**src/rtl/pll_phase_ctrl_if.sv**
```systemverilog
// rtl/pll_phase_ctrl_if.sv - phase-step request/response bus for pll_phase_ctrl
interface pll_phase_ctrl_if #(
    parameter int CNT_W = 5
);
    logic             req_valid;
    logic             req_ready;
    logic [1:0]       req_ch;
    logic             req_dir;
    logic [CNT_W-1:0] req_count;
    logic             done;
    logic             err;

    modport master (
        output req_valid, req_ch, req_dir, req_count,
        input  req_ready, done, err
    );

    modport slave (
        input  req_valid, req_ch, req_dir, req_count,
        output req_ready, done, err
    );
endinterface

```
**src/rtl/pll_phase_ctrl.sv**
```systemverilog
// rtl/pll_phase_ctrl.sv - EHXPLLL lock supervisor and dynamic phase-step sequencer
module pll_phase_ctrl #(
    parameter int NUM_CH       = 4,
    parameter int PHASE_STEPS  = 32,
    parameter int CNT_W        = 5,
    parameter int STEP_SETUP   = 4,
    parameter int STEP_WIDTH   = 2,
    parameter int LOCK_FILTER  = 1024,
    parameter int LOCK_TIMEOUT = 1 << 20,
    parameter int RST_PULSE    = 16,
    localparam int POS_W       = $clog2(PHASE_STEPS)
) (
    input  logic                    clk,
    input  logic                    rst_n,
    input  logic                    pll_lock,
    output logic                    pll_rst,
    output logic [1:0]              phasesel,
    output logic                    phasedir,
    output logic                    phasestep,
    output logic                    phaseloadreg,
    output logic                    locked,
    pll_phase_ctrl_if.slave         req,
    output logic [NUM_CH*POS_W-1:0] phase_pos,
    output logic [7:0]              relock_cnt
);
    localparam int FILT_W = $clog2(LOCK_FILTER + 1);

    typedef enum logic [2:0] {
        S_RESET_PLL,
        S_WAIT_LOCK,
        S_IDLE,
        S_SETUP,
        S_PULSE,
        S_HOLD
    } state_t;

    state_t           state;
    logic [31:0]      cnt;
    logic             pend;
    logic [1:0]       lat_ch;
    logic             lat_dir;
    logic [CNT_W-1:0] lat_count;
    logic [POS_W-1:0] pos [NUM_CH];

    logic              lock_s1, lock_s2;
    logic [FILT_W-1:0] filt_cnt;

    assign phaseloadreg  = 1'b1;
    assign req.req_ready = (state == S_IDLE) && locked && !pend;

    always_comb begin
        phase_pos = '0;
        for (int i = 0; i < NUM_CH; i++) begin
            phase_pos[i*POS_W +: POS_W] = pos[i];
        end
    end

    // LOCK is asynchronous; locked needs LOCK_FILTER unbroken synced-high cycles
    always_ff @(posedge clk or negedge rst_n) begin
        if (!rst_n) begin
            lock_s1  <= 1'b0;
            lock_s2  <= 1'b0;
            filt_cnt <= '0;
            locked   <= 1'b0;
        end else begin
            lock_s1 <= pll_lock;
            lock_s2 <= lock_s1;
            if (!lock_s2) begin
                filt_cnt <= '0;
                locked   <= 1'b0;
            end else if (filt_cnt < FILT_W'(LOCK_FILTER)) begin
                filt_cnt <= filt_cnt + 1'b1;
                if (filt_cnt == FILT_W'(LOCK_FILTER - 1)) begin
                    locked <= 1'b1;
                end
            end
        end
    end

    always_ff @(posedge clk or negedge rst_n) begin
        if (!rst_n) begin
            state      <= S_RESET_PLL;
            cnt        <= '0;
            pend       <= 1'b0;
            lat_ch     <= '0;
            lat_dir    <= 1'b0;
            lat_count  <= '0;
            pll_rst    <= 1'b1;
            phasesel   <= '0;
            phasedir   <= 1'b0;
            phasestep  <= 1'b1;
            req.done   <= 1'b0;
            req.err    <= 1'b0;
            relock_cnt <= '0;
            for (int i = 0; i < NUM_CH; i++) begin
                pos[i] <= '0;
            end
        end else begin
            req.done <= 1'b0;
            req.err  <= 1'b0;
            if (state != S_RESET_PLL && state != S_WAIT_LOCK && !locked) begin
                // lock lost: abandon the partial step, its position is never counted
                state     <= S_WAIT_LOCK;
                phasestep <= 1'b1;
                cnt       <= '0;
                pend      <= 1'b0;
                req.err   <= pend || (state != S_IDLE);
            end else begin
                case (state)
                    S_RESET_PLL: begin
                        pll_rst <= 1'b1;
                        for (int i = 0; i < NUM_CH; i++) begin
                            pos[i] <= '0;
                        end
                        if (cnt == 32'(RST_PULSE - 1)) begin
                            state   <= S_WAIT_LOCK;
                            pll_rst <= 1'b0;
                            cnt     <= '0;
                        end else begin
                            cnt <= cnt + 1'b1;
                        end
                    end
                    S_WAIT_LOCK: begin
                        if (locked) begin
                            state <= S_IDLE;
                            cnt   <= '0;
                        end else if (cnt == 32'(LOCK_TIMEOUT - 1)) begin
                            state   <= S_RESET_PLL;
                            pll_rst <= 1'b1;
                            cnt     <= '0;
                            if (relock_cnt != 8'hff) begin
                                relock_cnt <= relock_cnt + 1'b1;
                            end
                        end else begin
                            cnt <= cnt + 1'b1;
                        end
                    end
                    S_IDLE: begin
                        if (pend) begin
                            pend <= 1'b0;
                            if (int'(lat_ch) >= NUM_CH || lat_count == '0) begin
                                req.done <= 1'b1;
                                req.err  <= int'(lat_ch) >= NUM_CH;
                            end else begin
                                phasesel <= lat_ch;
                                phasedir <= lat_dir;
                                cnt      <= '0;
                                state    <= S_SETUP;
                            end
                        end else if (req.req_valid && req.req_ready) begin
                            lat_ch    <= req.req_ch;
                            lat_dir   <= req.req_dir;
                            lat_count <= req.req_count;
                            pend      <= 1'b1;
                        end
                    end
                    S_SETUP: begin
                        if (cnt == 32'(STEP_SETUP - 1)) begin
                            state     <= S_PULSE;
                            phasestep <= 1'b0;
                            cnt       <= '0;
                        end else begin
                            cnt <= cnt + 1'b1;
                        end
                    end
                    S_PULSE: begin
                        if (cnt == 32'(STEP_WIDTH - 1)) begin
                            state     <= S_HOLD;
                            phasestep <= 1'b1;
                            cnt       <= '0;
                        end else begin
                            cnt <= cnt + 1'b1;
                        end
                    end
                    S_HOLD: begin
                        if (cnt == 32'(STEP_SETUP - 1)) begin
                            cnt <= '0;
                            for (int i = 0; i < NUM_CH; i++) begin
                                if (lat_ch == i[1:0]) begin
                                    if (lat_dir) begin
                                        pos[i] <= (pos[i] == POS_W'(PHASE_STEPS - 1)) ? '0 : pos[i] + 1'b1;
                                    end else begin
                                        pos[i] <= (pos[i] == '0) ? POS_W'(PHASE_STEPS - 1) : pos[i] - 1'b1;
                                    end
                                end
                            end
                            lat_count <= lat_count - 1'b1;
                            if (lat_count == CNT_W'(1)) begin
                                req.done <= 1'b1;
                                state    <= S_IDLE;
                            end else begin
                                state <= S_SETUP;
                            end
                        end else begin
                            cnt <= cnt + 1'b1;
                        end
                    end
                    default: state <= S_RESET_PLL;
                endcase
            end
        end
    end
endmodule

```
**src/flat_wrapper.sv**
```systemverilog
// flat-port wrapper written by rule: the top's interface ports become plain ports
module pll_phase_ctrl_flat 
#(
    parameter int NUM_CH       = 4,
    parameter int PHASE_STEPS  = 32,
    parameter int CNT_W        = 5,
    parameter int STEP_SETUP   = 4,
    parameter int STEP_WIDTH   = 2,
    parameter int LOCK_FILTER  = 1024,
    parameter int LOCK_TIMEOUT = 1 << 20,
    parameter int RST_PULSE    = 16,
    localparam int POS_W       = $clog2(PHASE_STEPS)
)
  (clk, rst_n, pll_lock, pll_rst, phasesel, phasedir, phasestep, phaseloadreg, locked, phase_pos, relock_cnt, req_req_valid, req_req_ch, req_req_dir, req_req_count, req_req_ready, req_done, req_err);
  pll_phase_ctrl_if #(.CNT_W(CNT_W)) req_i ();
  input  logic clk;
  input  logic rst_n;
  input  logic pll_lock;
  output logic pll_rst;
  output logic [1:0] phasesel;
  output logic phasedir;
  output logic phasestep;
  output logic phaseloadreg;
  output logic locked;
  output logic [NUM_CH*POS_W-1:0] phase_pos;
  output logic [7:0] relock_cnt;
  input wire logic [$bits(req_i.req_valid)-1:0] req_req_valid;
  input wire logic [$bits(req_i.req_ch)-1:0] req_req_ch;
  input wire logic [$bits(req_i.req_dir)-1:0] req_req_dir;
  input wire logic [$bits(req_i.req_count)-1:0] req_req_count;
  output wire logic [$bits(req_i.req_ready)-1:0] req_req_ready;
  output wire logic [$bits(req_i.done)-1:0] req_done;
  output wire logic [$bits(req_i.err)-1:0] req_err;
  assign req_i.req_valid = req_req_valid;
  assign req_i.req_ch = req_req_ch;
  assign req_i.req_dir = req_req_dir;
  assign req_i.req_count = req_req_count;
  assign req_req_ready = req_i.req_ready;
  assign req_done = req_i.done;
  assign req_err = req_i.err;
  pll_phase_ctrl #(.NUM_CH(NUM_CH), .PHASE_STEPS(PHASE_STEPS), .CNT_W(CNT_W), .STEP_SETUP(STEP_SETUP), .STEP_WIDTH(STEP_WIDTH), .LOCK_FILTER(LOCK_FILTER), .LOCK_TIMEOUT(LOCK_TIMEOUT), .RST_PULSE(RST_PULSE)) u_core (.clk(clk), .rst_n(rst_n), .pll_lock(pll_lock), .pll_rst(pll_rst), .phasesel(phasesel), .phasedir(phasedir), .phasestep(phasestep), .phaseloadreg(phaseloadreg), .locked(locked), .req(req_i), .phase_pos(phase_pos), .relock_cnt(relock_cnt));
endmodule
```
**config.mk**
```make
export PLATFORM = sky130hd
export DESIGN_NAME = pll_phase_ctrl_flat
export DESIGN_NICKNAME = d
export VERILOG_FILES = /design/src/rtl/pll_phase_ctrl_if.sv /design/src/rtl/pll_phase_ctrl.sv /design/src/flat_wrapper.sv
export SDC_FILE = /design/constraint.sdc
export NUM_CORES = 1
export LEC_CHECK = 0
export CAP_MARGIN = 5
export CORE_MARGIN = 2
export CORE_UTILIZATION = 53
export CTS_CLUSTER_DIAMETER = 50
export DETAILED_ROUTE_END_ITERATION = 10
export PLACE_DENSITY = 0.77
export SLEW_MARGIN = 5
export SYNTH_ARGS = -nofsm -noshare
export SYNTH_HDL_FRONTEND = slang
export SYNTH_SLANG_ARGS = --single-unit
```
**constraint.sdc**
```tcl
create_clock -name clk -period 2.15 [get_ports clk]
set_clock_uncertainty 0.1 [all_clocks]
set_input_delay 0.215 -clock clk [delete_from_list [all_inputs] [get_ports clk]]
set_output_delay 0.215 -clock clk [all_outputs]
set_load 0.05 [all_outputs]
```
==> out/metrics.yaml, run 1 <==
run_status: "finished with violations"
violated_checks: "setup timing"
drv.max_cap_violation_count: 0
timing.setup.critical_path_class: "reg -> reg"
power_per_cell_area_nw_per_um2: 366
min_to: "u_core.lock_s1$_DFF_PN0_"
synth_largest_area_cell: "sky130_fd_sc_hd__dfrtp_1"
vias_per_cell: 6.42
synth_edf_count: 0
synthArstFlopShare: 1.00
yosysMostFrequentCell: "sky130_fd_sc_hd__dfrtp_1"
largest_net_degree_at_the_start_of_global_routing: 48
clock_sink_count: 93
post-route-period-util: 1.12
synthTopCellsByCount: "sky130_fd_sc_hd__dfrtp_1 (91), sky130_fd_sc_hd__nand2_1 (77), sky130_fd_sc_hd__nand3_1 (46)"
finalWeightedCongestion: 0.930
peak_usage_layer_in_the_global_routing_report: "met2"
grt_remaining_overflow: 0
setup.worst_path.start_class: "register"
drt-total-wl_mm: 20.7
synthFlopType: "sky130_fd_sc_hd__dfrtp_1"
cts_made_buffers: 9
ant_nets: 0
ff2ff_setup_slack_ns: -0.26
boundaryPins: 50
yosys_register_bits: 93
postLayoutSetupSlackWorst_ns: -0.257
worst-endpoint-arrival_ns: 2.58
numPortBuffers: 48
worst_setup_ep_type: "register"
floorplan.die_area_um2: 11900
syn_nets: 699
die_h_um: 109
hp-start: "pll_lock"
start_util: 0.542
cp_max_fo: 5
final-hold-violation-count: 0
track_usage: 0.291
rsz0062_at_grt: "true"
post_syn_area_per_cell_um2: 8.75
area_delta_synth_final_pct: 52.4
nNetsFinal: 890
clk_pin_slew_worst_paths_ns: 0.10
drt_pass1_iterations: 7
grt_first_pass_wirelength_mm: 27.4
final-instance-count-excl-fill: 1004
ys_types: 78
placed_cells_incl_taps: 935
timing.hold.ws_ns: 0.178
maxSlewHeadroom: 0.541
yosys_warnings: 0
fp-row-count: 38
root_buffer_cell: "sky130_fd_sc_hd__clkbuf_8"
via_count_of_the_first_global_routing_pass: 5787
critical_path.reg2reg.endpoint: "u_core.cnt[28]$_DFFE_PN0P_"
worstRegToRegCells: 9
worst-slew-pin-transition_ns: 0.684
drive_above_1_share: 0.375
area_of_the_placeable_core_um2: 10800
leakagePower_uw: 0.00391
worst_ep_required_time_ns: 2.32
cts_tree: "yes"
synth_area_leaders: "sky130_fd_sc_hd__dfrtp_1 (39%), sky130_fd_sc_hd__nand2_1 (4.9%), sky130_fd_sc_hd__ha_1 (4.1%)"
num_antenna_cells: 0
maxSlewViolCount: 0
drc_errors_left: 0
synth-seq-area-share: 0.398
detailroute.via_count: 6447
dp_slack_ns: -0.231
yosys.area.top_type_share: 0.389
hold_path_depth: 1
worst_hold_path_type: "in -> reg"
hpwl_mm: 11.3
setup_viol: 62
groute.layer.met3.usage: 0.0580
die_w_um: 109
ctsLongestPathBuffers: 2
post-route-util: 0.826
post_synthesis_cell_count: 668
global_route.usage.met1: 0.383
worst_r2r_startpoint: "u_core.cnt[11]$_DFFE_PN0P_"
antenna_found_initial: 0
finalWorstPathRequiredPeriod_ns: 2.41
initialDrtViolationCount: 690
vdd.ir_drop.worst_mv: 0.423
max_clock_freq_mhz: 415
syn-cell-area_um2: 5850
globalRouteMet2Util: 0.473
clkLatencyLatePin_ns: 0.40
detail_route.wl_per_cell_um: 20.6
clock_tree.htree_level_count: 3
-- state kept, by name, indices dropped and copies added, names as in the netlist, 2 cells and up --
name               flops
u_core.phase_pos      20
u_core.state           3
u_core.cnt            32
u_core.phasesel        2
u_core.lat_ch          2
u_core.filt_cnt       11
u_core.relock_cnt      8
u_core.lat_count       5
-- layout make-up --
type                    instances  area, um2
flip-flops and latches         93       2340
clock inverters                 5       81.3
well taps                     140        175
clock buffers                  11        151
fillers                       579       1880
multi-input cells             517       4090
inverters                      23       86.3
repair buffers                215       1990
-- timing repair --
item                                    in CTS  in global routing
buffers inserted                            19                 30
pin swaps                                   29                 55
cloned                                       1                  4
hold endpoints to repair                    31                  0
hold buffers                                 1                  0
endpoints found under the setup margin      65                 72
gates resized for setup                     64                146
-- layer usage --
layer  vias to the layer above  part of all wire
met1                      3157              0.40
met2                       347              0.49
met3                        88             0.069
met5                         -                 0
met4                         0             0.044
li1                       2855                 -
-- critical path: stages (launching register included) --
cell and delay (ns):
sky130_fd_sc_hd__dfrtp_1 0.40, sky130_fd_sc_hd__buf_4 0.16, sky130_fd_sc_hd__and4_4 0.25, sky130_fd_sc_hd__buf_4 0.14, sky130_fd_sc_hd__nand4_4 0.13, sky130_fd_sc_hd__buf_4 0.21, sky130_fd_sc_hd__nor3_2 0.24, sky130_fd_sc_hd__buf_4 0.17
sky130_fd_sc_hd__nand3_1 0.14, sky130_fd_sc_hd__o31ai_1 0.35
-- cell families after synthesis --
family          count (synthesis)  synth area share
compound gates                180             0.206
xor+xnor                       28            0.0419
fa+ha+maj                      19            0.0407
buf+inv                        59            0.0432
flops                          93             0.398
mux                             6            0.0105
other cells                     1          0.000641
simple gates                  282             0.259
-- worst max path at each step --
stage | end | slack (ns) | cells past startpoint | from
finish | u_core.cnt[28]$_DFFE_PN0P_ | -0.26 | 9 | u_core.cnt[11]$_DFFE_PN0P_
global route | u_core.cnt[28]$_DFFE_PN0P_ | -0.34 | 9 | u_core.cnt[11]$_DFFE_PN0P_
CTS | u_core.cnt[15]$_DFFE_PN0P_ | -0.12 | 8 | u_core.cnt[19]$_DFFE_PN0P_
detailed placement | u_core.lat_count[0]$_DFFE_PN0P_ | -0.23 | 7 | u_core.cnt[29]$_DFFE_PN0P_
global placement | u_core.state[2]$_DFFE_PN0P_ | -0.19 | 7 | u_core.cnt[18]$_DFFE_PN0P_
floorplan | u_core.cnt[30]$_DFFE_PN0P_ | -0.04 | 8 | u_core.cnt[0]$_DFFE_PN0P_
-- power by group --
| group | internal, uW | switching, uW | total [uW] |
|---|---|---|---|
| registers | 1750 | 7.77 | 1760 |
| logic | 32.9 | 51.8 | 84.7 |
| clock network | 721 | 695 | 1420 |
-- per-stage QoR --
step	power [uW]	area [um2]	setup TNS [ns]
6_report	3260	8910	-6.57
5_1_grt	3350	8910	-11.61
4_1_cts	3250	8000	-2.04
3_5_place_dp	1880	7330	-6.61
3_3_place_gp	1880	7330	-4.50
2_1_floorplan	1810	5940	-0.131
-- cells in the final DEF, fill, tap and decap left out, drive strengths merged, types with 16 or more instances in the layout --
| master | Yosys | routed |
|---|---|---|
| dfrtp | 91 | 91 |
| nor2 | 40 | 40 |
| nand2 | 77 | 77 |
| nand4 | 17 | 17 |
| nor3 | 20 | 20 |
| a21oi | 29 | 29 |
| and3 | 16 | 16 |
| clkdlybuf4s50 | 0 | 43 |
| o21ai | 53 | 54 |
| inv | 23 | 24 |
| o31ai | 17 | 17 |
| xnor2 | 16 | 16 |
| nand3 | 47 | 47 |
| buf | 15 | 166 |
| ha | 19 | 19 |
| and2 | 17 | 17 |
Note: power is estimated with default switching activity, not from simulation.
==> run 2, diff against run 1 <==
--- a/config.mk
+++ b/config.mk
@@ -7,10 +7,10 @@
 export LEC_CHECK = 0
 export CAP_MARGIN = 5
 export CORE_MARGIN = 2
-export CORE_UTILIZATION = 53
+export CORE_UTILIZATION = 55
 export CTS_CLUSTER_DIAMETER = 50
 export DETAILED_ROUTE_END_ITERATION = 10
-export PLACE_DENSITY = 0.77
+export PLACE_DENSITY = 0.76
 export SLEW_MARGIN = 5
 export SYNTH_ARGS = -nofsm -noshare
 export SYNTH_HDL_FRONTEND = slang
==> constraint.sdc (replaced) <==
create_clock -name clk -period 2.9 [get_ports clk]
set_clock_uncertainty 0.1 [all_clocks]
set_input_delay 0.29 -clock clk [delete_from_list [all_inputs] [get_ports clk]]
set_output_delay 0.29 -clock clk [all_outputs]
set_load 0.05 [all_outputs]
==> run 2 against run 1 <==
Against the previous run:
- the flow now finishes without violations
- utilization fell by 17 points
- cell count decreased by 15%
- clock power shrank 39%
- setup slack improved by 0.46 ns
- sequential power down 26%
- hold slack gained 0.075 ns
- count of clock-buffer cells in the layout rose by 1
- combinational power down 31%
- via count decreased by 18%
- flip-flop and latch count did not move
- non-clock buffer count decreased by 146
- power shrank 31%
- critical endpoint is now u_core.cnt[15]$_DFFE_PN0P_
- largest power group unchanged
==> out/metrics.yaml, run 2 (synthesized netlist as in run 1, its figures left out) <==
setup_tns_ns: 0  # +6.57 ns
floorplan.die_area_um2: 11500  # -3.5%
worstRegToRegCells: 7  # -2
detail_route.wirelength.met1_mm: 6.40  # -23%
layout.cells.most_common_list: "sky130_fd_sc_hd__dfrtp_1 (91), sky130_fd_sc_hd__nand2_1 (77), sky130_fd_sc_hd__clkdlybuf4s50_1 (47)"
start_util: 0.566  # +0.0246
wl_met3_um: 609  # -57%
drv.max_cap_violation_count: 0  # unchanged
cp_max_fo: 21  # +16
drc_errors_left: 0  # unchanged
clkLatencyLatePin_ns: 0.36  # -0.04 ns
maxSlewHeadroom: 0.425  # -0.116
root_buffer_cell: "sky130_fd_sc_hd__clkbuf_8"
initialDrtViolationCount: 393  # -43%
worst_ep_required_time_ns: 3.06  # +0.74 ns
leakagePower_uw: 0.00277  # -29%
detailroute.via_count: 5262  # -18%
num_antenna_cells: 0  # unchanged
fp-row-count: 37  # -2.6%
worst-endpoint-arrival_ns: 2.85  # +0.27 ns
timing.critical_path.slowest_cell_delay_ns: 0.49  # +0.09 ns
run_status: "complete, no violations"
largest_net_degree_at_the_start_of_global_routing: 48  # unchanged
ff2ff_setup_slack_ns: 0.21  # +0.46 ns
hpwl_mm: 9.59  # -15%
drt_pass1_iterations: 5  # -2
via_count_of_the_first_global_routing_pass: 4926  # -15%
die_h_um: 107  # -1.8%
die_w_um: 107  # -1.8%
drt-total-wl_mm: 13.6  # -34%
detail_route.wl_per_cell_um: 15.9  # -23%
largest_register_ff_count: 32  # unchanged
finalWeightedCongestion: 0.937  # +0.72%
worst_r2r_startpoint: "u_core.cnt[26]$_DFFE_PN0P_"
dpl_cell_area_um2: 6500  # -11%
track_usage: 0.250  # -0.0409
final-hold-violation-count: 0  # unchanged
setup.worst_path.start: "u_core.cnt[26]$_DFFE_PN0P_"
setup.worst_path.start_class: "register"
drive_above_1_share: 0.0781  # -0.297
mostFrequentLayoutCell: "sky130_fd_sc_hd__dfrtp_1"
ant_nets: 0  # unchanged
worst-slew-pin-transition_ns: 0.859  # +0.175 ns
maxSlewViolCount: 0  # unchanged
post-route-period-util: 0.929  # -0.191
clock_tree.htree_level_count: 3  # unchanged
top_signal_layer_used: "met4"
critical_path_slowest_stage_cell: "sky130_fd_sc_hd__dfrtp_1"
timing.critical_path.to: "u_core.cnt[15]$_DFFE_PN0P_"
area_delta_synth_final_pct: 14.9
grt_first_pass_wirelength_mm: 23.3  # -15%
worst_hold_path_type: "reg -> reg"
boundaryPins: 50  # unchanged
routed-wl-met2_mm: 6.41  # -36%
vias_per_cell: 6.17  # -3.9%
post-route-cell-area_um2: 6720  # -25%
clk_pin_slew_worst_paths_ns: 0.09  # about the same
worst_setup_ep_type: "register"
timing.setup.critical_path_class: "reg -> reg"
clock_sink_count: 93  # unchanged
critical_path.reg2reg.endpoint: "u_core.cnt[15]$_DFFE_PN0P_"
numPortBuffers: 48  # unchanged
area_of_the_placeable_core_um2: 10300  # -4.3%
power_per_cell_area_nw_per_um2: 333  # -9.1%
antenna_found_initial: 0  # unchanged
cts_tree: "yes"
vdd.ir_drop.worst_mv: 0.237  # -44%
timing.critical_path.cells: "nor4_4, nand3_2, nor4_2, o211ai_2, buf_4, a21o_1, a22o_1"
max_clock_freq_mhz: 371  # -11%
finalWorstPathRequiredPeriod_ns: 2.69  # +0.286 ns
largest-register: "u_core.cnt"
cts_made_buffers: 9  # unchanged
rsz0062_at_grt: "false"
grt_remaining_overflow: 0  # unchanged
ctsLongestPathBuffers: 2  # unchanged
nNetsFinal: 743  # -17%
setup_viol: 0  # -100%
-- run 2: changes by cell type in the layout (fill, tap and decap cells not counted), sizes merged --
| cell | change |
|---|---|
| inv | -1 |
| dlymetal6s2s | -3 |
| bufinv | -1 |
| buf | -145 |
| clkinv | +1 |
| o21ai | -1 |
| clkbuf | -1 |
| clkdlybuf4s50 | +4 |
-- run 2: stage by stage --
| step | hold slack, ns | total power, uW | utilization | worst slack (ns) | std cells |
|---|---|---|---|---|---|
| 2_1_floorplan | -0.106 | 1350 | - | 0.568 | 668 |
| 3_3_place_gp | 0.237 | 1390 | 0.630 | 0.271 | 836 |
| 3_5_place_dp | 0.236 | 1390 | 0.630 | 0.192 | 836 |
| 4_1_cts | 0.255 | 2270 | 0.650 | 0.190 | 853 |
| 5_1_grt | 0.260 | 2310 | 0.651 | 0.0491 | 853 |
| 6_report | 0.253 | 2240 | 0.651 | 0.207 | 853 |
-- run 2: worst max-delay path: cells and delay by family, from the launching register on --
kind	cells	cell delay [ns]
compound gates	3	0.56
buf+inv	1	0.25
flops	1	0.49
simple gates	3	1.20
-- run 2: layer usage --
layer  GRT usage  up-vias
met1       0.353     2548
li1            -     2560
met3      0.0371       17
met2       0.399      137
met4      0.0761        0
met5           0        -
-- run 2: worst min path at each step --
stage	to	slack, ns	depth (start not counted)	startpoint
4_1_cts	u_core.lock_s1$_DFF_PN0_	0.25	1	pll_lock
3_5_place_dp	u_core.phase_pos[8]$_DFFE_PN0P_	0.24	1	rst_n
3_3_place_gp	u_core.phase_pos[8]$_DFFE_PN0P_	0.24	1	rst_n
2_1_floorplan	u_core.cnt[0]$_DFFE_PN0P_	-0.11	0	rst_n
5_1_grt	u_core.lock_s2$_DFF_PN0_	0.26	0	u_core.lock_s1$_DFF_PN0_
6_report	u_core.lock_s2$_DFF_PN0_	0.25	0	u_core.lock_s1$_DFF_PN0_
-- run 2: where the power goes --
group / internal [uW] / switching [uW] / total, uW
Sequential: 1300 / 5.89 / 1310
Clock: 421 / 451 / 872
Combinational: 23.3 / 34.9 / 58.2
-- run 2: what timing repair did --
item	CTS	global route
gates resized for setup	0	2
setup endpoints to repair	0	5
hold buffers	1	0
endpoints found under the hold margin	45	0
setup buffers	0	0
-- run 2: cell type report --
cell class	instances	area, um2
clock inverter	4	47.5
fill	855	3600
tap	136	170
clock buffer	12	145
sequential	93	2330
multi-input combinational	516	3280
inverter	23	86.3
timing repair buffer	69	663
